[config.mk]
export PLATFORM = sky130hd
export DESIGN_NAME = instr_line_refill_flat
export DESIGN_NICKNAME = d
export VERILOG_FILES = /design/src/rtl/instr_line_refill_if.sv /design/src/rtl/instr_line_refill.sv /design/src/flat_wrapper.sv
export SDC_FILE = /design/constraint.sdc
export NUM_CORES = 1
export LEC_CHECK = 0
export BUFFER_PORTS_ARGS = -buffer_cell sky130_fd_sc_hd__buf_2
export CORE_MARGIN = 2
export CORE_UTILIZATION = 40
export CTS_BUF_LIST = sky130_fd_sc_hd__clkbuf_4
export DETAILED_ROUTE_END_ITERATION = 10
export PLACE_DENSITY = 0.76
export SLEW_MARGIN = 5
export SYNTH_ARGS = -nofsm -noshare
export SYNTH_HDL_FRONTEND = slang
export SYNTH_SLANG_ARGS = --single-unit
export TNS_END_PERCENT = 20
[constraint.sdc]
create_clock -name clk -period 2.04 [get_ports clk]
set_input_delay 0.306 -clock clk [delete_from_list [all_inputs] [get_ports clk]]
set_output_delay 0.306 -clock clk [all_outputs]
set_load 0.02 [all_outputs]
[src/rtl/instr_line_refill_if.sv]
// Signal bundle between instr_line_refill, the instruction cache and instruction memory.
// slave: the refill engine; master: the cache/memory side that drives requests and read data.
interface instr_line_refill_if #(
   parameter int unsigned ADDR_W         = 16,
   parameter int unsigned WORD_W         = 16,
   parameter int unsigned WORDS_PER_LINE = 4
);
   logic                             miss_req;
   logic [ADDR_W-1:0]                miss_addr;
   logic                             miss_ack;
   logic                             flush;
   logic                             busy;
   logic                             mem_rd_en;
   logic [ADDR_W-1:0]                mem_addr;
   logic                             mem_rd_valid;
   logic [WORD_W-1:0]                mem_rd_data;
   logic                             line_valid;
   logic [ADDR_W-1:0]                line_addr;
   logic [WORD_W*WORDS_PER_LINE-1:0] line_data;

   modport master (
      output miss_req, miss_addr, flush, mem_rd_valid, mem_rd_data,
      input  miss_ack, busy, mem_rd_en, mem_addr, line_valid, line_addr, line_data
   );

   modport slave (
      input  miss_req, miss_addr, flush, mem_rd_valid, mem_rd_data,
      output miss_ack, busy, mem_rd_en, mem_addr, line_valid, line_addr, line_data
   );
endinterface

[src/rtl/instr_line_refill.sv]
// Instruction-cache line refill: fetches one line word by word from memory and returns it packed.
// Optional CRITICAL_WORD_FIRST_EN starts the fetch at the missing word and wraps within the line.
module instr_line_refill #(
   parameter int unsigned ADDR_W         = 16,
   parameter int unsigned WORD_W         = 16,
   parameter int unsigned WORDS_PER_LINE = 4
) (
   input logic                clk,
   input logic                rst_n,
   instr_line_refill_if.slave bus
);
   localparam int unsigned OFF_W = (WORDS_PER_LINE > 1) ? $clog2(WORDS_PER_LINE) : 1;
   localparam int unsigned LINE_W = WORD_W * WORDS_PER_LINE;
   localparam logic [OFF_W-1:0] LastCnt = OFF_W'(WORDS_PER_LINE - 1);

   typedef enum logic [2:0] {StIdle, StIssue, StWait, StDone, StDrain} state_e;

   state_e            state_q;
   logic [ADDR_W-1:0] base_q;
   logic [OFF_W-1:0]  off_q;
   logic [OFF_W-1:0]  cnt_q;
   logic [LINE_W-1:0] line_q;

   logic              accept;
   logic [ADDR_W-1:0] req_base;
   logic [OFF_W-1:0]  start_off;

   assign accept   = rst_n && (state_q == StIdle) && bus.miss_req && !bus.flush;
   assign req_base = bus.miss_addr & ~ADDR_W'(WORDS_PER_LINE - 1);

`ifdef CRITICAL_WORD_FIRST_EN
   assign start_off = bus.miss_addr[OFF_W-1:0];
`else
   assign start_off = '0;
`endif

   always_ff @(posedge clk or negedge rst_n) begin
      if (!rst_n) begin
         state_q <= StIdle;
         base_q  <= '0;
         off_q   <= '0;
         cnt_q   <= '0;
         line_q  <= '0;
      end else begin
         case (state_q)
            StIdle: begin
               if (accept) begin
                  base_q  <= req_base;
                  off_q   <= start_off;
                  cnt_q   <= '0;
                  state_q <= StIssue;
               end
            end
            StIssue: state_q <= bus.flush ? StIdle : StWait;
            StWait: begin
               if (bus.mem_rd_valid && bus.flush) begin
                  state_q <= StIdle;
               end else if (bus.mem_rd_valid) begin
                  line_q[off_q*WORD_W +: WORD_W] <= bus.mem_rd_data;
                  cnt_q   <= cnt_q + 1'b1;
                  // Offset wraps modulo the line, so the fetch never leaves it.
                  off_q   <= off_q + 1'b1;
                  state_q <= (cnt_q == LastCnt) ? StDone : StIssue;
               end else if (bus.flush) begin
                  state_q <= StDrain;
               end
            end
            StDone:  state_q <= StIdle;
            StDrain: if (bus.mem_rd_valid) state_q <= StIdle;
            default: state_q <= StIdle;
         endcase
      end
   end

   // A flush cancels the strobe or line pulse of the cycle it arrives in.
   assign bus.miss_ack   = accept;
   assign bus.busy       = (state_q != StIdle);
   assign bus.mem_rd_en  = (state_q == StIssue) && !bus.flush;
   assign bus.mem_addr   = base_q | ADDR_W'(off_q);
   assign bus.line_valid = (state_q == StDone) && !bus.flush;
   assign bus.line_addr  = base_q;
   assign bus.line_data  = line_q;
endmodule

[src/flat_wrapper.sv]
// flat-port wrapper written by rule: the top's interface ports become plain ports
module instr_line_refill_flat 
#(
   parameter int unsigned ADDR_W         = 16,
   parameter int unsigned WORD_W         = 16,
   parameter int unsigned WORDS_PER_LINE = 4
)
  (clk, rst_n, bus_miss_req, bus_miss_addr, bus_flush, bus_mem_rd_valid, bus_mem_rd_data, bus_miss_ack, bus_busy, bus_mem_rd_en, bus_mem_addr, bus_line_valid, bus_line_addr, bus_line_data);
  instr_line_refill_if #(.ADDR_W(ADDR_W), .WORD_W(WORD_W), .WORDS_PER_LINE(WORDS_PER_LINE)) bus_i ();
  input logic clk;
  input logic rst_n;
  input wire logic [$bits(bus_i.miss_req)-1:0] bus_miss_req;
  input wire logic [$bits(bus_i.miss_addr)-1:0] bus_miss_addr;
  input wire logic [$bits(bus_i.flush)-1:0] bus_flush;
  input wire logic [$bits(bus_i.mem_rd_valid)-1:0] bus_mem_rd_valid;
  input wire logic [$bits(bus_i.mem_rd_data)-1:0] bus_mem_rd_data;
  output wire logic [$bits(bus_i.miss_ack)-1:0] bus_miss_ack;
  output wire logic [$bits(bus_i.busy)-1:0] bus_busy;
  output wire logic [$bits(bus_i.mem_rd_en)-1:0] bus_mem_rd_en;
  output wire logic [$bits(bus_i.mem_addr)-1:0] bus_mem_addr;
  output wire logic [$bits(bus_i.line_valid)-1:0] bus_line_valid;
  output wire logic [$bits(bus_i.line_addr)-1:0] bus_line_addr;
  output wire logic [$bits(bus_i.line_data)-1:0] bus_line_data;
  assign bus_i.miss_req = bus_miss_req;
  assign bus_i.miss_addr = bus_miss_addr;
  assign bus_i.flush = bus_flush;
  assign bus_i.mem_rd_valid = bus_mem_rd_valid;
  assign bus_i.mem_rd_data = bus_mem_rd_data;
  assign bus_miss_ack = bus_i.miss_ack;
  assign bus_busy = bus_i.busy;
  assign bus_mem_rd_en = bus_i.mem_rd_en;
  assign bus_mem_addr = bus_i.mem_addr;
  assign bus_line_valid = bus_i.line_valid;
  assign bus_line_addr = bus_i.line_addr;
  assign bus_line_data = bus_i.line_data;
  instr_line_refill #(.ADDR_W(ADDR_W), .WORD_W(WORD_W), .WORDS_PER_LINE(WORDS_PER_LINE)) u_core (.clk(clk), .rst_n(rst_n), .bus(bus_i));
endmodule
==> out/summary.txt <==
outcome: complete, no violations
most common cell after layout, fill and taps aside: buf_2
clk sinks: 85
Post-synth EDFFs: 0
NumNets Final: 548
Worst Path Arrival: 1630 ps
drt first pass iters: 5
core box area: 9819 sq um
via count: 3,005
max_slew headroom: 0.5459
CTS max path bufs: 2
Starting DRT DRC Count: 111
final setup fails: 0
die width: 105.0 microns
H-tree depth: 3
largest net degree at the start of global routing: 55
clock share of power: 0.205
Final min period: 1934 ps
max frequency: 517.0 MHz
Total GRT Usage: 0.1761
Crit. End Element: output port
Logic pwr share: 0.337
I/O pin cnt: 137
Die Ht: 105.0 microns
CTS Buf Count: 9
CP startpoint kind: register
register bit total from synthesis: 85
Worst VDD drop: 0.4646 mV
FFs w/ async S/R, synth: 1.000
max_cap viols: 0
initial antenna violation count: 0
final core utilization: 0.5027
Initial Utilization: 0.4153
mean post-synth cell area: 10.84 sq um
leak pwr: 2.979 nW
crit share post-route: 0.9481
Layout Skew: 15.44 ps
post-DR wirelength/cell: 14.44 microns
number of global-route vias before repair: 2,995
Worst EP required: 1730 ps
setup_tns: 0 ps
grt ovf: 0
largest cells by area after synthesis: dfrtp_1, mux2i_1, nand2_1
Synth Flop Type: dfrtp_1
first-pass GRT wire length: 15,040 microns
Reg power frac: 0.458
GPL Wtd Cong: 0.8242
post-synth cell types: 35
most frequent cells in the layout: buf_2, dfrtp_1, nand2_1
post-synthesis instance total: 376
placed cells: 625
root buffer cell: clkbuf_4
Final Hold Fails: 0
antenna-violating nets left: 0
Post-DP HPWL: 6703 microns
Crit Path Max Fanout: 10
Crit-path slowest cell: dfrtp_2
share of cells above drive strength 1: 0.3725
# rows: 36
Tightest Pin Transition: 681.1 ps
CP Cell Sequence: buf_4 -> or3_2 -> buf_2
yosys warns: 0
RSZ-0062 raised after global routing: no
post-synthesis sequential area ratio: 0.5216
worst hold path class: in2reg
TritonCTS clock tree: yes
pwr/cell area: 975.0 nW/um^2
CP max stage delay: 460 ps
DR vias/cell: 4.673
# port buffers: 132
switching pwr: 1.784 mW
Worst-Skew Late Latency: 440 ps
number of diodes: 0
Sw Ratio: 0.3707
post-synth top area share: 0.5216
Synth area leader: dfrtp_1
clk slew on worst S/H paths: 130 ps
# DRC: 0
Syn-to-layout area delta: 21.05%
Routed WL: 9286 microns
Die ar.: 11,020 sq um
Setup CP Type: reg2out
Synth Cell Area: 4078 sq um
post-route non-filler standard cell count: 643
Pint: 3.028 mW
max-slew violations: 0
[kinds of logic after synthesis]
family	after synthesis	synth area share
AND/OR/NAND/NOR	99	0.1273
buffers and inverters	98	0.1218
multiplexers	78	0.1973
other	1	0.0009196
flip-flops	85	0.5216
adder cells (fa/ha/maj)	6	0.01841
AO/OA/AOI/OAI	9	0.01258
[stage by stage]
step                      power [mW]  hold slack, ps  cell area, sq um  setup WS, ps
after floorplan                3.314           10.41              4081         114.8
after global placement         3.811           406.4              4778         391.3
after detailed placement       3.872           414.9              4778         272.2
after CTS                      4.869           53.55              4935         51.15
after global routing           5.111           50.93              4936         13.37
final                          4.812           88.32              4936         105.9
[power by group through the flow]
stage / clock, mW / sequential, mW / combinational (mW)
3_3_place_gp: 0 / 2.22 / 1.59
2_1_floorplan: 0 / 2.63 / 0.681
5_1_grt: 1.10 / 2.25 / 1.76
4_1_cts: 1.02 / 2.20 / 1.64
6_report: 0.986 / 2.20 / 1.62
3_5_place_dp: 0 / 2.24 / 1.64
[worst max-delay path: cells and delay by family, from the launching register on]
kind,cells,cell delay [ps]
AND/OR/NAND/NOR,1,400
flip-flops,1,460
buffers and inverters,2,350
[flip-flops by register name, indices dropped and copies added (netlist names)]
signal / cells
u_core.cnt_q: 2
u_core.off_q: 2
u_core.bus.line_data: 64
u_core.state_q: 3
u_core.bus.line_addr: 14
[area by class of cell]
cell class                 instances  area [sq um]
inverter                          65         244.0
fill                             935          4883
multi-input combinational        194          1458
clock buffer                      14         105.1
sequential                        85          2128
tap                              133         166.4
timing repair buffer             150         800.8
clock inverter                     2         33.78
[per-layer routing]
| metal | GRT usage | routed length [microns] | vias to the layer above |
|---|---|---|---|
| met5 | 0 | 0 | - |
| met4 | 0.06095 | 113 | 0 |
| met3 | 0.05365 | 686 | 11 |
| met2 | 0.2982 | 4565 | 116 |
| met1 | 0.2123 | 3920 | 1447 |
| li1 | - | - | 1431 |
[path summary, 6_finish.rpt]
check / cells after the start / from / endpoint / slack [ps]
max in group asynchronous: 3 / rst_n / u_core.state_q[1] / 950
worst max-delay path: 3 / u_core.state_q[1] / bus_busy / 110
min in group asynchronous: 3 / rst_n / u_core.bus.line_data[16] / 480
worst min-delay path: 2 / bus_miss_addr[14] / u_core.bus.line_addr[14] / 90
worst min register to register: 1 / u_core.bus.line_data[31] / u_core.bus.line_data[31] / 520
worst max register to register: 6 / u_core.off_q[1] / u_core.bus.line_data[24] / 250
[timing repair]
action,in CTS,in global routing
pin swaps,1,0
hold buffers,1,0
endpoints found under the setup margin,1,1
gates resized for setup,0,1
gates cloned,0,0
buffers inserted,1,0
endpoints found under the hold margin,31,0
[cells in the mapped netlist, drive strengths merged (2+ instances only)]
cell,count
inv,65
nor3b,3
nand3,2
nor2,3
nand4,3
a21oi,3
o21ai,4
nand3b,3
clkbuf,2
ha,6
mux2i,62
dfrtp,85
nor3,2
and2b,2
buf,31
or3,2
mux2,16
nand2,66
nand4b,5
nor2b,2
Note: power is estimated with default switching activity, not from simulation.
